**src/rtl/ad9364_pkg.sv**
```systemverilog
// Shared types and constants for the AD9364 transmit sample scheduler.
package ad9364_pkg;

    localparam int unsigned SAMPLE_W = 12;
    localparam int unsigned BUS_W    = 4 * SAMPLE_W;

    typedef enum logic [1:0] {
        SRC_FIFO = 2'd0,
        SRC_PAT  = 2'd1,
        SRC_RAMP = 2'd2,
        SRC_ZERO = 2'd3
    } src_e;

    typedef enum logic [1:0] {
        ST_IDLE  = 2'd0,
        ST_PRIME = 2'd1,
        ST_RUN   = 2'd2,
        ST_DRAIN = 2'd3
    } state_e;

    // Last slot index of a sample period: P-1 with P = 2 (1R1T) or 4 (2R2T).
    function automatic logic [1:0] slot_last(input logic r1);
        return r1 ? 2'd1 : 2'd3;
    endfunction

endpackage

```
**src/rtl/ad9364_sync_fifo.sv**
```systemverilog
// Synchronous FIFO with first-word-fall-through read, occupancy count and flush.
module ad9364_sync_fifo
    import ad9364_pkg::*;
#(
    parameter int unsigned FIFO_AW = 3
) (
    input  logic               clk,
    input  logic               rstn,
    input  logic               flush,
    input  logic               wr_en,
    input  logic [BUS_W-1:0]   wr_data,
    input  logic               rd_en,
    output logic [BUS_W-1:0]   rd_data,
    output logic [FIFO_AW:0]   count,
    output logic               full,
    output logic               empty
);

    localparam int unsigned     Depth    = 2 ** FIFO_AW;
    localparam logic [FIFO_AW:0] DepthCnt = (FIFO_AW + 1)'(Depth);

    logic [BUS_W-1:0]   mem_q [Depth];
    logic [FIFO_AW-1:0] wptr_q, wptr_d;
    logic [FIFO_AW-1:0] rptr_q, rptr_d;
    logic [FIFO_AW:0]   cnt_q, cnt_d;
    logic               wr_ok, rd_ok, mem_we;
    logic [FIFO_AW-1:0] mem_waddr;

    assign full    = (cnt_q == DepthCnt);
    assign empty   = (cnt_q == '0);
    assign count   = cnt_q;
    assign rd_data = mem_q[rptr_q];

    // A write into a full FIFO is legal only when a read frees the slot in the same cycle.
    assign wr_ok = wr_en && (!full || rd_en);
    assign rd_ok = rd_en && !empty;

    always_comb begin
        wptr_d    = wptr_q;
        rptr_d    = rptr_q;
        cnt_d     = cnt_q;
        mem_we    = wr_ok;
        mem_waddr = wptr_q;
        if (flush) begin
            // Flush discards content but keeps a coincident write as the new head.
            rptr_d    = '0;
            mem_we    = wr_en;
            mem_waddr = '0;
            wptr_d    = wr_en ? FIFO_AW'(1) : '0;
            cnt_d     = wr_en ? (FIFO_AW + 1)'(1) : '0;
        end else begin
            if (wr_ok) wptr_d = wptr_q + FIFO_AW'(1);
            if (rd_ok) rptr_d = rptr_q + FIFO_AW'(1);
            unique case ({wr_ok, rd_ok})
                2'b10:   cnt_d = cnt_q + (FIFO_AW + 1)'(1);
                2'b01:   cnt_d = cnt_q - (FIFO_AW + 1)'(1);
                default: cnt_d = cnt_q;
            endcase
        end
    end

    always_ff @(posedge clk or negedge rstn) begin
        if (!rstn) begin
            wptr_q <= '0;
            rptr_q <= '0;
            cnt_q  <= '0;
        end else begin
            wptr_q <= wptr_d;
            rptr_q <= rptr_d;
            cnt_q  <= cnt_d;
        end
    end

    always_ff @(posedge clk) begin
        if (mem_we) mem_q[mem_waddr] <= wr_data;
    end

endmodule

```
**src/rtl/ad9364_dac_sched.sv**
```systemverilog
// Transmit sample scheduler for the AD9364 dac_* port group: buffers upstream samples
// and issues them on a fixed 2- or 4-clock cadence from a selectable source.
module ad9364_dac_sched
    import ad9364_pkg::*;
#(
    parameter int unsigned FIFO_AW        = 3,
    parameter int unsigned PRIME_LEVEL    = 4,
    parameter bit          UNDERFLOW_ZERO = 1'b1
) (
    input  logic                clk,
    input  logic                rstn,
    input  logic                enable,
    input  logic                r1_mode,
    input  logic [1:0]          src_sel,
    input  logic [BUS_W-1:0]    pat_data,
    input  logic                s_valid,
    output logic                s_ready,
    input  logic [BUS_W-1:0]    s_data,
    output logic                dac_valid,
    output logic [SAMPLE_W-1:0] dac_data_i1,
    output logic [SAMPLE_W-1:0] dac_data_q1,
    output logic [SAMPLE_W-1:0] dac_data_i2,
    output logic [SAMPLE_W-1:0] dac_data_q2,
    output logic                dac_r1_mode,
    output logic                running,
    output logic                underflow,
    input  logic                underflow_clr,
    output logic [15:0]         underflow_cnt
);

    localparam logic [FIFO_AW:0] PrimeLvl = (FIFO_AW + 1)'(PRIME_LEVEL);

    state_e              state_q, state_d;
    logic [1:0]          slot_q, slot_d;
    logic [SAMPLE_W-1:0] ramp_q, ramp_d;
    logic                r1_q, r1_d;
    src_e                src_q, src_d;
    logic                dac_valid_q, dac_valid_d;
    logic [BUS_W-1:0]    dac_data_q, dac_data_d;
    logic                dac_r1_mode_q;
    logic                underflow_q, underflow_d;
    logic [15:0]         uf_cnt_q, uf_cnt_d;

    logic                flush, strobe, pop, push, uf_evt;
    logic [BUS_W-1:0]    fifo_rdata;
    logic [FIFO_AW:0]    fifo_count;
    logic                fifo_full, fifo_empty;
    logic [1:0]          last_slot;

    assign push      = s_valid && s_ready;
    assign s_ready   = !fifo_full;
    assign last_slot = slot_last(r1_q);

    ad9364_sync_fifo #(
        .FIFO_AW (FIFO_AW)
    ) u_fifo (
        .clk     (clk),
        .rstn    (rstn),
        .flush   (flush),
        .wr_en   (push),
        .wr_data (s_data),
        .rd_en   (pop),
        .rd_data (fifo_rdata),
        .count   (fifo_count),
        .full    (fifo_full),
        .empty   (fifo_empty)
    );

    always_comb begin
        state_d = state_q;
        slot_d  = slot_q;
        ramp_d  = ramp_q;
        r1_d    = r1_q;
        src_d   = src_q;
        flush   = 1'b0;
        strobe  = 1'b0;
        unique case (state_q)
            ST_IDLE: begin
                slot_d = '0;
                if (enable) begin
                    state_d = ST_PRIME;
                    r1_d    = r1_mode;
                    src_d   = src_e'(src_sel);
                    flush   = 1'b1;
                    ramp_d  = '0;
                end
            end
            ST_PRIME: begin
                slot_d = '0;
                if (!enable) begin
                    state_d = ST_IDLE;
                end else if (src_q != SRC_FIFO || fifo_count >= PrimeLvl) begin
                    state_d = ST_RUN;
                end
            end
            ST_RUN: begin
                strobe = (slot_q == 2'd0);
                slot_d = (slot_q == last_slot) ? 2'd0 : slot_q + 2'd1;
                // Stopping on the last slot already completes the period.
                if (!enable) state_d = (slot_q == last_slot) ? ST_IDLE : ST_DRAIN;
            end
            ST_DRAIN: begin
                if (slot_q == last_slot) begin
                    state_d = ST_IDLE;
                    slot_d  = '0;
                end else begin
                    slot_d = slot_q + 2'd1;
                end
            end
            default: state_d = ST_IDLE;
        endcase
        if (strobe && src_q == SRC_RAMP) ramp_d = ramp_q + SAMPLE_W'(1);
    end

    always_comb begin
        dac_valid_d = strobe;
        dac_data_d  = dac_data_q;
        pop         = strobe && (src_q == SRC_FIFO) && !fifo_empty;
        uf_evt      = strobe && (src_q == SRC_FIFO) && fifo_empty;
        if (strobe) begin
            unique case (src_q)
                SRC_FIFO: begin
                    if (!fifo_empty)         dac_data_d = fifo_rdata;
                    else if (UNDERFLOW_ZERO) dac_data_d = '0;
                end
                SRC_PAT:  dac_data_d = pat_data;
                SRC_RAMP: dac_data_d = {~ramp_q, ramp_q, ~ramp_q, ramp_q};
                default:  dac_data_d = '0;
            endcase
        end
    end

    // A clear coinciding with a new underflow loses: the new event is recorded.
    always_comb begin
        underflow_d = underflow_q;
        uf_cnt_d    = uf_cnt_q;
        if (underflow_clr) begin
            underflow_d = 1'b0;
            uf_cnt_d    = '0;
        end
        if (uf_evt) begin
            underflow_d = 1'b1;
            if (underflow_clr)              uf_cnt_d = 16'd1;
            else if (uf_cnt_q != 16'hFFFF)  uf_cnt_d = uf_cnt_q + 16'd1;
        end
    end

    always_ff @(posedge clk or negedge rstn) begin
        if (!rstn) begin
            state_q       <= ST_IDLE;
            slot_q        <= '0;
            ramp_q        <= '0;
            r1_q          <= 1'b1;
            src_q         <= SRC_FIFO;
            dac_valid_q   <= 1'b0;
            dac_data_q    <= '0;
            dac_r1_mode_q <= 1'b1;
            underflow_q   <= 1'b0;
            uf_cnt_q      <= '0;
        end else begin
            state_q       <= state_d;
            slot_q        <= slot_d;
            ramp_q        <= ramp_d;
            r1_q          <= r1_d;
            src_q         <= src_d;
            dac_valid_q   <= dac_valid_d;
            dac_data_q    <= dac_data_d;
            dac_r1_mode_q <= r1_q;
            underflow_q   <= underflow_d;
            uf_cnt_q      <= uf_cnt_d;
        end
    end

    assign dac_valid     = dac_valid_q;
    assign dac_data_i1   = dac_data_q[SAMPLE_W-1:0];
    assign dac_data_q1   = dac_data_q[2*SAMPLE_W-1:SAMPLE_W];
    assign dac_data_i2   = dac_data_q[3*SAMPLE_W-1:2*SAMPLE_W];
    assign dac_data_q2   = dac_data_q[4*SAMPLE_W-1:3*SAMPLE_W];
    assign dac_r1_mode   = dac_r1_mode_q;
    assign running       = (state_q == ST_RUN);
    assign underflow     = underflow_q;
    assign underflow_cnt = uf_cnt_q;

endmodule

```
**config.mk**
```make
export PLATFORM = sky130hd
export DESIGN_NAME = ad9364_dac_sched
export DESIGN_NICKNAME = d
export VERILOG_FILES = /design/src/rtl/ad9364_pkg.sv /design/src/rtl/ad9364_sync_fifo.sv /design/src/rtl/ad9364_dac_sched.sv
export SDC_FILE = /design/constraint.sdc
export NUM_CORES = 1
export LEC_CHECK = 0
export ABC_AREA = 1
export BUFFER_PORTS_ARGS = -buffer_cell sky130_fd_sc_hd__buf_4
export CORE_MARGIN = 2
export CORE_UTILIZATION = 40
export CTS_CLUSTER_SIZE = 40
export DETAILED_ROUTE_END_ITERATION = 16
export REMOVE_ABC_BUFFERS = 1
export SETUP_SLACK_MARGIN = 0.02
export SYNTH_ARGS = -nofsm -noshare
export SYNTH_HDL_FRONTEND = slang
export SYNTH_SLANG_ARGS = --single-unit
```
**constraint.sdc**
```tcl
create_clock -name clk -period 3.95 [get_ports clk]
set_input_delay 0 -clock clk [delete_from_list [all_inputs] [get_ports clk]]
set_output_delay 0 -clock clk [all_outputs]
set_load 0.005 [all_outputs]
```
### Word-level counts from Yosys, hierarchy flattened

Memories as Yosys holds them, arrays and structs flattened.
Index checks and enable logic that the tools add are counted.

* input bits: 104
* word-level logic and storage cells: 100
* output and inout port bits: 69
* register bits: 96
* memory bits (writable): 384
* memories kept: 1

Memories
* u_fifo.mem_q: words 8, bits a word 48, rd ports 1, clocked after Yosys merged registers in 0, wr ports 1, RTL line ad9364_sync_fifo.sv:22 `logic [BUS_W-1:0] mem_q [Depth];`

* reductions and logical operators: 27
* bitwise gates (word level): 1
* $lt $le $gt $ge: 1
* muxes and demuxes: 36
* add/subtract/negate cells: 7
* equal/unequal tests: 14

Operators with widths (number)
* 48-bit case mux with 3 select lines: 1
* 16-bit 2-to-1 mux: 4
* 48-bit 2-to-1 mux: 1
* 12-bit 2-to-1 mux: 3
* 16-bit by 1-bit adder with 16-bit output (second input constant): 1
* 2-bit 2-to-1 mux: 8
* 16-bit != test (second input constant): 1
* 3-bit 2-to-1 mux: 5
* 12-bit by 1-bit adder with 12-bit output (second input constant): 1
* 12-bit NOT: 1
* 2-bit nonzero test: 6
* 1-bit 2-to-1 mux: 10
* 2-bit == test (second input constant): 4
* 2-bit case mux with 4 select lines: 1
* 4-bit case mux with 2 select lines: 1
* 1-bit logical AND: 7
* 3-bit by 1-bit adder with 3-bit output (second input constant): 2
* 2-bit by 1-bit == test with 1-bit output (second input constant): 3
* 2-bit logical NOT: 3
* 2-bit != test (second input constant): 3
* 4-bit by 1-bit adder with 4-bit output (second input constant): 1
* 4-bit == test (second input constant): 1
* 4-bit by 3-bit >= comparator with 1-bit output (second input constant): 1
* 4-bit logical NOT: 1
* 12 further kinds: 16

### Depth between registers and ports, before layout

Gate-level depths: netlist (run 1).

* depth after elaboration: 9
* depth in mapped cells: 14
* gate-level depth less buffers: 14

### Cells and area by module

From an unflattened synthesis (run 1), not the netlist that was laid out.

* cell total of the unflattened synthesis: 1774
* area total of the unflattened synthesis: 20347.0 um^2

By module, submodules not included
* ad9364_sync_fifo: area each 15618.7 um^2, instances 1, seq. area each 11781.3 um^2, cells each 1171
* ad9364_dac_sched: area each 4728.3 um^2, instances 1, seq. area each 2154.6 um^2, cells each 603

### Worst setup path after synthesis (run 1)

No wires, ideal clock.

* kind: register to register
* from: reg state_q[1]
* to: mem u_fifo.mem_q[0][0] (netlist name) (enable)
* stages on the path, launching flop included: 7
* setup slack: 0.311 ns
* library setup time: 0.454 ns
* data arrival time: 3.185 ns
* path buffers: 1
* data required time: 3.496 ns
* clock period less this slack: 3.639 ns
* cell sequence: dfrtp_1 > inv_2 > nand2_1 > nor2_2 > clkbuf_1 > a21oi_1 > nor2_1

* longest elaborated chain between the ends: 9
* elaborated cells on any way between the ends: 12
* classes of those cells: eq/ne (1); mux (6); reduce/logical (5)

Ends and longest elaborated chain
* from (decl): RTL line ad9364_dac_sched.sv:33 `state_e state_q, state_d;`
* from (signal assigned): RTL line ad9364_dac_sched.sv:161 `state_q <= state_d;`
* 2-bit == test: RTL line ad9364_dac_sched.sv:77 `unique case (state_q)`
* 1-bit 2-to-1 mux: RTL line ad9364_dac_sched.sv:77
* 1-bit logical AND (2 in a row): RTL line ad9364_dac_sched.sv:118 `pop = strobe && (src_q == SRC_FIFO) && !fifo_empty;`
* 1-bit logical OR: RTL line ad9364_sync_fifo.sv:35 `assign wr_ok = wr_en && (!full || rd_en);`
* 1-bit logical AND: RTL line ad9364_sync_fifo.sv:35
* 1-bit 2-to-1 mux: RTL line ad9364_sync_fifo.sv:44 `if (flush) begin`
* 1-bit 2-to-1 mux: RTL line ad9364_sync_fifo.sv:75 `if (mem_we) mem_q[mem_waddr] <= wr_data;`
* 1-bit 2-to-1 mux (implied by the code): RTL line ad9364_sync_fifo.sv:75
* to (decl): RTL line ad9364_sync_fifo.sv:22

Parallel ways exist; a longest one is shown, timed or not.

### Final worst setup path (run 1)

* from: reg state_q[1]
* to: mem u_fifo.mem_q[7][7] (netlist name) (enable)

Same word-level chain as after synthesis.

==> results of run 1 <==
[flip-flops by register name, indices dropped and copies added (netlist names)]
register / count
u_fifo.rptr_q: 3
dac_r1_mode: 1
u_fifo.count: 4
slot_q: 2
ramp_q: 12
state_q: 2
underflow: 1
u_fifo.wptr_q: 3
underflow_cnt: 16
dac_valid: 1
dac_data_q: 48
r1_q: 1
src_q: 2
u_fifo.mem_q: 384
[worst max-delay path: stages (launching register included)]
cell	delay [ns]
dfrtp_1	0.39
inv_2	0.09
nand2_1	0.10
nor2_2	0.13
inv_1	0.32
nand3_1	0.38
nor2_4	0.67
buf_4	0.41
[cell usage after synthesis, types with 5 or more instances]
| library cell | count | area (um2) |
|---|---|---|
| a21oi_1 | 12 | 60.1 |
| buf_2 | 37 | 185 |
| buf_4 | 10 | 75.1 |
| buf_6 | 6 | 67.6 |
| clkbuf_1 | 36 | 135 |
| clkbuf_2 | 5 | 25.0 |
| dfrtp_1 | 94 | 2350 |
| edfxtp_1 | 384 | 11500 |
| ha_1 | 7 | 87.6 |
| inv_1 | 59 | 221 |
| inv_2 | 10 | 37.5 |
| nand2_1 | 302 | 1130 |
| nand3_1 | 129 | 646 |
| nand4_1 | 8 | 50.1 |
| nor2_1 | 307 | 1150 |
| nor2_2 | 7 | 43.8 |
| nor3_1 | 9 | 45.0 |
| o211ai_1 | 72 | 541 |
| o21ai_0 | 185 | 926 |
| o21ai_1 | 29 | 145 |
| o221ai_1 | 26 | 228 |
[area by class of cell]
class	instances	area, um2	area share
flip-flops and latches	480	13900	0.557
multi-input cells	1137	5570	0.222
repair buffers	304	2620	0.105
clock buffers	72	1520	0.0607
well taps	672	841	0.0336
clock inverters	24	278	0.0111
inverters	70	270	0.0108
diodes	2	5.00	0.000200
[logic make-up after synthesis]
logic type / Yosys count / synth area share
XOR/XNOR: 4 / 0.00173
buffers and inverters: 169 / 0.0395
adder cells (fa/ha/maj): 7 / 0.00433
AND/OR/NAND/NOR: 783 / 0.164
AO/OA/AOI/OAI: 343 / 0.101
flip-flops: 480 / 0.689
[power breakdown]
part           switching (mW)  internal (mW)  total [mW]
combinational            2.95           1.54        4.49
clock                    2.02           3.03        5.05
sequential              0.395           6.35        6.75
[routing by layer]
| layer | share of wire | up-vias | global-route usage |
|---|---|---|---|
| li1 | - | 6835 | - |
| met3 | 0.054 | 75 | 0.0309 |
| met2 | 0.47 | 405 | 0.329 |
| met4 | 0.021 | 2 | 0.0615 |
| met1 | 0.45 | 7040 | 0.278 |
| met5 | 0.00025 | - | 0 |
[worst max path at each step]
stage | startpoint | endpoint | slack [ns]
after CTS | state_q[1] | u_fifo.mem_q[1][4] | 1.10
final | state_q[1] | u_fifo.mem_q[7][7] | 1.12
after global placement | state_q[1] | u_fifo.mem_q[1][38] | 1.19
after floorplan | u_fifo.rptr_q[0] | dac_data_q[0] | -1.91
after global routing | state_q[1] | u_fifo.mem_q[1][4] | 0.92
after detailed placement | state_q[0] | u_fifo.mem_q[1][14] | 1.12
[per-stage QoR]
stage | instances | setup TNS [ns] | area (um2) | hold slack, ns
final | 2761 | 0 | 25100 | 0.131
after global routing | 2760 | 0 | 25100 | 0.180
after CTS | 2759 | 0 | 25000 | 0.150
after detailed placement | 2557 | 0 | 22200 | 0.229
after global placement | 2557 | 0 | 22200 | 0.229
after floorplan | 1687 | -92.62 | 19700 | -0.296
[placed cells by master, fill, tap and decap left out, types with 3 or more instances in the layout]
master | Yosys | routed
dlygate4sd3_1 | 0 | 106
o21ai_0 | 185 | 185
o211ai_1 | 72 | 72
a21oi_1 | 12 | 12
clkinvlp_4 | 0 | 4
clkbuf_8 | 0 | 6
buf_4 | 10 | 192
nand2_4 | 4 | 4
buf_12 | 1 | 6
o221ai_1 | 26 | 26
clkbuf_16 | 0 | 56
nand4_1 | 8 | 8
ha_1 | 7 | 7
nor3_1 | 9 | 9
bufinv_16 | 0 | 5
inv_1 | 59 | 58
nand2_2 | 3 | 3
clkinv_1 | 0 | 3
clkinv_2 | 0 | 9
o21ai_1 | 29 | 29
o22ai_1 | 4 | 4
edfxtp_1 | 384 | 384
clkbuf_1 | 36 | 10
nor2_2 | 7 | 6
nand2_1 | 302 | 302
inv_2 | 10 | 10
nor2_1 | 307 | 297
nor2_4 | 3 | 14
xor2_1 | 4 | 4
dfrtp_1 | 94 | 91
nand3_1 | 129 | 129
==> flow_metrics.env, run 1 <==
export IMPL_ctsHoldBuffers=106
export IMPL_antenna_found_initial=2
export IMPL_postSynthCellCount=1786
export IMPL_cts_sinks=480
export IMPL_synth_avg_cell_area_um2=11.3
export IMPL_crit_required_ns=4.22
export IMPL_async_reset_ff_frac=0.200
export IMPL_syn_area_um2=20200
export IMPL_path_max_fanout=18
export IMPL_grt_pass1_wl_um=82300
export IMPL_dp_hpwl_um=30800
export IMPL_routedWlPerCell_um=19.1
export IMPL_arrival_ns=3.10
export IMPL_p_total_mw=16.3
export IMPL_place_gp_congestion=0.859
export IMPL_grt_use_total=0.201
export IMPL_clock_fmax_ghz=0.353
export IMPL_rr_endpoint="u_fifo.mem_q[7][7]"
export IMPL_io_pins=173
export IMPL_ys_flop_type="edfxtp_1"
export IMPL_r2r_start="state_q[1]"
export IMPL_worstRegToRegCells=7
export IMPL_die_area_um2=52400
export IMPL_core_area_um2=50100
export IMPL_p_leak_nw=9.46
export IMPL_vias=14357
export IMPL_viasPerCell=5.20
export IMPL_seq_area_frac_synth=0.689
export IMPL_peakVddDrop_mv=0.387
export IMPL_grt_pass1_vias=14260
export IMPL_io_buffers=172
export IMPL_cts_made_buffers=51
export IMPL_root_buffer="clkbuf_16"
export IMPL_tritoncts="yes"
export IMPL_drtIter0Drc=1154
export IMPL_setup_viol=0
export IMPL_start_util=0.404
export IMPL_maxSlewHeadroom=0.308
export IMPL_worstSkewPairLatency_ns=0.60
export IMPL_cts_resized=0
export IMPL_endpoint_kind="flop"
export IMPL_path_class="flop to flop"
export IMPL_syn_to_final_growth_pct=23.9
export IMPL_drc=0
export IMPL_start_kind="flop"
export IMPL_reg2reg_setup_slack_ns=1.12
export IMPL_drt_total_wl_um=52800
export IMPL_hold_viol=0
export IMPL_htreeDepth=2
export IMPL_yosysUniqueCellTypes=49
export IMPL_fin_crit_sh=0.716
export IMPL_p_per_area_nw_per_um2=650
export IMPL_min_period_ns=2.83
export IMPL_slew_viol_final=0
export IMPL_hold_path_class="input port to async pin"
export IMPL_cts_clk_slew_worst_paths_ns=0.06
export IMPL_finalWorstSetupSlack_ns=1.12
export IMPL_synth_edf_count=384
export IMPL_ant_nets=0
export IMPL_rsz0062_at_grt="no"
export IMPL_yosysWarnings=0
export IMPL_fp_dieH_um=229
export IMPL_grt_overflow_total=0
export IMPL_die_w_um=229
export IMPL_drt_pass1_iter_count=5
export IMPL_nFillCells=4509
export IMPL_tightest_slew_ns=1.04
export IMPL_fin_util=0.500
export IMPL_cts_setup_buffers=0
export IMPL_pre_cts_ws_ns=1.12
export IMPL_grt_max_degree=194
export IMPL_clk_path_buf_depth=3
export IMPL_fin_skew_ns=0.0228
export IMPL_outcome="completed"
export IMPL_fp_row_count=82
export IMPL_drv_cap=0
export IMPL_layout_nets=2155
export IMPL_drive_gt1_frac=0.162
export IMPL_ys_ff_latch=480
No activity file was read; power rests on OpenSTA's default activity.
==> run 2, diff against run 1 <==
==> constraint.sdc (replaced) <==
create_clock -name clk -period 2.75 [get_ports clk]
set_input_delay 0 -clock clk [delete_from_list [all_inputs] [get_ports clk]]
set_output_delay 0 -clock clk [all_outputs]
set_load 0.005 [all_outputs]
==> flow_metrics.env, run 2 (synthesis results as in run 1) <==
export IMPL_nFillCells=4453
export IMPL_endpoint_kind="flop"
export IMPL_fp_row_count=82
export IMPL_worstRegToRegCells=8
export IMPL_arrival_ns=2.61
export IMPL_hold_ws_ns=0.0599
export IMPL_ant_nets=0
export IMPL_antenna_found_initial=1
export IMPL_path_class="flop to flop"
export IMPL_start_kind="flop"
export IMPL_largest_register_ffs=384
export IMPL_hold_path_class="input port to async pin"
export IMPL_dp_hpwl_um=30100
export IMPL_place_gp_congestion=0.850
export IMPL_worstSkewPairLatency_ns=0.60
export IMPL_start_util=0.404
export IMPL_root_buffer="clkbuf_16"
export IMPL_cts_made_buffers=52
export IMPL_p_per_area_nw_per_um2=938
export IMPL_reg2reg_setup_slack_ns=0.39
export IMPL_peakVddDrop_mv=0.632
export IMPL_crit_required_ns=3.00
export IMPL_max_flop_register="u_fifo.mem_q"
export IMPL_grt_use_total=0.202
export IMPL_vias=14542
export IMPL_grt_overflow_total=0
export IMPL_slew_viol_final=0
export IMPL_clock_fmax_ghz=0.424
export IMPL_maxSlewHeadroom=0.399
export IMPL_finalWorstSetupSlack_ns=0.391
export IMPL_clk_path_buf_depth=3
export IMPL_min_period_ns=2.36
export IMPL_p_leak_nw=9.54
export IMPL_routedWlPerCell_um=19.3
export IMPL_layout_commonest_cell="edfxtp_1"
export IMPL_die_w_um=229
export IMPL_setup_viol=0
export IMPL_cts_clk_slew_worst_paths_ns=0.06
export IMPL_drive_gt1_frac=0.162
export IMPL_path_max_fanout=48
export IMPL_rsz0062_at_grt="no"
export IMPL_io_buffers=172
export IMPL_rr_endpoint="u_fifo.mem_q[0][31]"
export IMPL_die_area_um2=52400
export IMPL_layout_nets=2166
export IMPL_regArea_um2=13900
export IMPL_fin_crit_sh=0.858
export IMPL_htreeDepth=2
export IMPL_drc=0
export IMPL_core_area_um2=50100
export IMPL_grt_pass1_vias=14225
export IMPL_drt_pass1_iter_count=7
export IMPL_outcome="completed"
export IMPL_grt_pass1_wl_um=82500
export IMPL_drt_total_wl_um=53500
export IMPL_pre_cts_ws_ns=0.438
export IMPL_fp_dieH_um=229
export IMPL_drtIter0Drc=1221
export IMPL_fin_skew_ns=0.0244
export IMPL_endpoint="u_fifo.mem_q[0][31]"
export IMPL_p_total_mw=23.7
export IMPL_cts_sinks=480
export IMPL_r2r_start="u_fifo.count[1]"
export IMPL_drv_cap=0
export IMPL_multi_input_area_um2=5570
export IMPL_tritoncts="yes"
export IMPL_grt_max_degree=119
export IMPL_hold_viol=0
export IMPL_io_pins=173
export IMPL_tightest_slew_ns=0.892
export IMPL_layout_common_cells="edfxtp_1, nand2_1, nor2_1, buf_4, o21ai_0"
export IMPL_viasPerCell=5.25
export IMPL_syn_to_final_growth_pct=24.7
export IMPL_startpoint="u_fifo.count[1]"
export IMPL_cts_setup_buffers=0
-- run 2: routing by layer --
metal,vias to the layer above,share of wire,global-route usage
li1,6854,-,-
met4,2,0.021,0.0580
met5,-,0.00024,0
met2,401,0.47,0.328
met1,7212,0.45,0.284
met3,73,0.051,0.0301
-- run 2: how the worst min path moves through the flow --
stage | depth (start not counted) | to | slack (ns)
2_1_floorplan | 0 | dac_data_q[0] | -0.30
3_3_place_gp | 1 | underflow_cnt[1] | 0.17
3_5_place_dp | 1 | underflow_cnt[1] | 0.18
4_1_cts | 2 | underflow_cnt[1] | 0.07
5_1_grt | 2 | underflow_cnt[1] | 0.11
6_report | 2 | underflow_cnt[1] | 0.06
-- run 2: power breakdown --
part           total [mW]  switching, mW  leakage (nW)  internal (mW)
registers            9.64          0.514          4.74           9.13
clock network        7.30           2.88         0.873           4.42
logic                6.72           4.38          3.92           2.34
-- run 2: layout make-up --
cell class	instances	area share
inverters	70	0.0107
clock inverters	29	0.0140
flip-flops and latches	480	0.553
well taps	672	0.0333
repair buffers	314	0.111
clock buffers	69	0.0570
multi-input cells	1137	0.221
diodes	1	0.0000992
-- run 2: metrics by stage --
| step | instances | TNS (ns) | cell area (um2) | utilization |
|---|---|---|---|---|
| after floorplan | 1687 | -479.84 | 19700 | - |
| after global placement | 2566 | 0 | 22400 | 0.447 |
| after detailed placement | 2566 | 0 | 22400 | 0.447 |
| after CTS | 2771 | 0 | 25200 | 0.504 |
| after global routing | 2771 | 0 | 25200 | 0.504 |
| final | 2772 | 0 | 25200 | 0.504 |
-- run 2: critical path, cell delays in order (launching register included) --
cell and delay [ns]:
dfrtp_1 0.42, nor2_1 0.08, nand3_1 0.09, nand2_1 0.17, inv_1 0.20, o21ai_0 0.35, buf_4 0.28, nor2_4 0.10
buf_12 0.32
-- run 2: timing repair --
item | in CTS | in global routing
resized for setup | 0 | 0
hold buffers | 107 | 0
endpoints found under the setup margin | 0 | 0
endpoints found under the hold margin | 503 | 0
==> run 3, diff against run 2 <==
--- a/config.mk
+++ b/config.mk
@@ -8,7 +8,7 @@
 export ABC_AREA = 1
 export BUFFER_PORTS_ARGS = -buffer_cell sky130_fd_sc_hd__buf_4
 export CORE_MARGIN = 2
-export CORE_UTILIZATION = 40
+export CORE_UTILIZATION = 35
 export CTS_CLUSTER_SIZE = 40
 export DETAILED_ROUTE_END_ITERATION = 16
 export REMOVE_ABC_BUFFERS = 1
==> flow_metrics.env, run 3 (synthesis results as in run 1) <==
export IMPL_outcome="completed"
export IMPL_path_class="flop to flop"
export IMPL_place_gp_congestion=0.841
export IMPL_endpoint="u_fifo.mem_q[1][11]"
export IMPL_grt_use_total=0.176
export IMPL_core_area_um2=57400
export IMPL_max_flop_register="u_fifo.mem_q"
export IMPL_switching_share=0.334
export IMPL_ant_nets=0
export IMPL_io_buffers=172
export IMPL_start_kind="flop"
export IMPL_startpoint="u_fifo.count[1]"
export IMPL_layout_nets=2168
export IMPL_tritoncts="yes"
export IMPL_hold_ws_ns=0.0148
export IMPL_layout_common_cells="edfxtp_1, nand2_1, nor2_1, buf_4, o21ai_0"
export IMPL_worstRegToRegCells=7
export IMPL_reg2reg_setup_slack_ns=0.44
export IMPL_path_common_cell="nand3_1"
export IMPL_syn_to_final_growth_pct=24.1
export IMPL_cts_resized=0
export IMPL_slowest_delay_ns=0.42
export IMPL_slew_viol_final=0
export IMPL_critical_path_top_delay_family="simple AND/OR/NAND/NOR gates"
export IMPL_cts_sinks=480
export IMPL_root_buffer="clkbuf_16"
export IMPL_critical_path_depth=7
export IMPL_grt_pass1_wl_um=81900
export IMPL_grt_max_degree=194
export IMPL_crit_slowest_cell="buf_4"
export IMPL_arrival_ns=2.52
export IMPL_p_leak_nw=9.46
export IMPL_die_w_um=244
export IMPL_tightest_slew_ns=0.801
export IMPL_hold_path_class="input port to async pin"
export IMPL_drt_pass1_iter_count=8
export IMPL_die_area_um2=59700
export IMPL_maxSlewHeadroom=0.466
export IMPL_htreeDepth=2
export IMPL_start_util=0.353
export IMPL_placed_area_um2=22400
export IMPL_rr_endpoint="u_fifo.mem_q[1][11]"
export IMPL_drc=0
export IMPL_peakVddDrop_mv=0.565
export IMPL_cp_num_buf_inv=2
export IMPL_seqPwrFrac=0.421
export IMPL_ctsHoldBuffers=104
export IMPL_cts_made_buffers=50
export IMPL_worstSkewPairLatency_ns=0.58
export IMPL_grt_overflow_total=0
export IMPL_combPwrFrac=0.288
export IMPL_fin_crit_sh=0.839
export IMPL_fp_row_count=88
export IMPL_switching_power_mw=7.66
export IMPL_largest_register_ffs=384
export IMPL_r2r_start="u_fifo.count[1]"
export IMPL_grt_pass1_vias=14093
export IMPL_drtIter0Drc=1244
export IMPL_finalWorstSetupSlack_ns=0.443
export IMPL_layout_commonest_cell="edfxtp_1"
export IMPL_clk_path_buf_depth=3
export IMPL_fin_skew_ns=0.0162
export IMPL_cts_setup_buffers=0
export IMPL_vias=14455
export IMPL_p_per_area_nw_per_um2=914
export IMPL_clock_fmax_ghz=0.433
export IMPL_routedWlPerCell_um=18.5
export IMPL_pwr_share_clk=0.291
export IMPL_endpoint_kind="flop"
export IMPL_antenna_found_initial=1
export IMPL_hold_viol=0
export IMPL_rsz0062_at_grt="no"
export IMPL_path_max_fanout=26
export IMPL_p_total_mw=22.9
export IMPL_io_pins=173
export IMPL_dp_hpwl_um=31900
export IMPL_fp_dieH_um=244
export IMPL_drt_total_wl_um=53100
export IMPL_fin_area_um2=25100
export IMPL_pre_cts_ws_ns=0.483
export IMPL_drive_gt1_frac=0.166
export IMPL_viasPerCell=5.05
export IMPL_fin_util=0.438
export IMPL_drv_cap=0
export IMPL_setup_viol=0
export IMPL_min_period_ns=2.31
export IMPL_crit_path_cell_trace="nor2_1 > nand3_1 > nand2_1 > inv_1 > nand3_1 > nor2_4 > buf_4"
export IMPL_nFillCells=5262
export IMPL_cts_clk_slew_worst_paths_ns=0.06
export IMPL_crit_required_ns=2.97
export IMPL_p_int_mw=15.3
run 3: worst register-to-register path, delay by kind of cell, from the launching register on:
kind | cells | cell delay [ns]
buf+inv | 2 | 0.63
flops | 1 | 0.41
simple gates | 5 | 0.89
run 3: how the worst min path moves through the flow:
stage / to / from / slack (ns)
global route: slot_q[1] / rstn / 0.07
global placement: underflow_cnt[3] / rstn / 0.07
detailed placement: underflow_cnt[0] / rstn / 0.08
CTS: underflow_cnt[6] / rstn / 0.02
floorplan: dac_data_q[0] / rstn / -0.30
finish: underflow_cnt[5] / rstn / 0.01
run 3: area by class of cell:
| cell class | instances | area, um2 | share of cell area |
|---|---|---|---|
| clock inverters | 36 | 323 | 0.0129 |
| multi-input cells | 1137 | 5570 | 0.222 |
| diodes | 1 | 2.50 | 0.0000997 |
| repair buffers | 318 | 2740 | 0.109 |
| well taps | 765 | 957 | 0.0381 |
| inverters | 70 | 270 | 0.0108 |
| clock buffers | 56 | 1290 | 0.0516 |
| flip-flops and latches | 480 | 13900 | 0.556 |
run 3: layer usage:
layer,wire (um),vias up,part of all wire,global-route usage
met5,0,-,0,0
met4,1150,0,0.022,0.0511
met3,3200,72,0.060,0.0273
met2,25000,464,0.47,0.285
met1,23700,7055,0.45,0.245
li1,-,6864,-,-
run 3: stage by stage:
stage                     TNS [ns]  instances
after global routing             0       2863
after global placement           0       2666
final                            0       2863
after CTS                        0       2862
after detailed placement         0       2666
after floorplan            -479.84       1687
run 3: power by group through the flow:
stage	combinational (mW)	sequential, mW	clock [mW]
2_1_floorplan	3.56	9.92	0
3_3_place_gp	6.42	9.76	0
3_5_place_dp	6.52	9.79	0
4_1_cts	6.68	9.66	6.84
5_1_grt	7.37	9.78	7.11
6_report	6.60	9.66	6.68
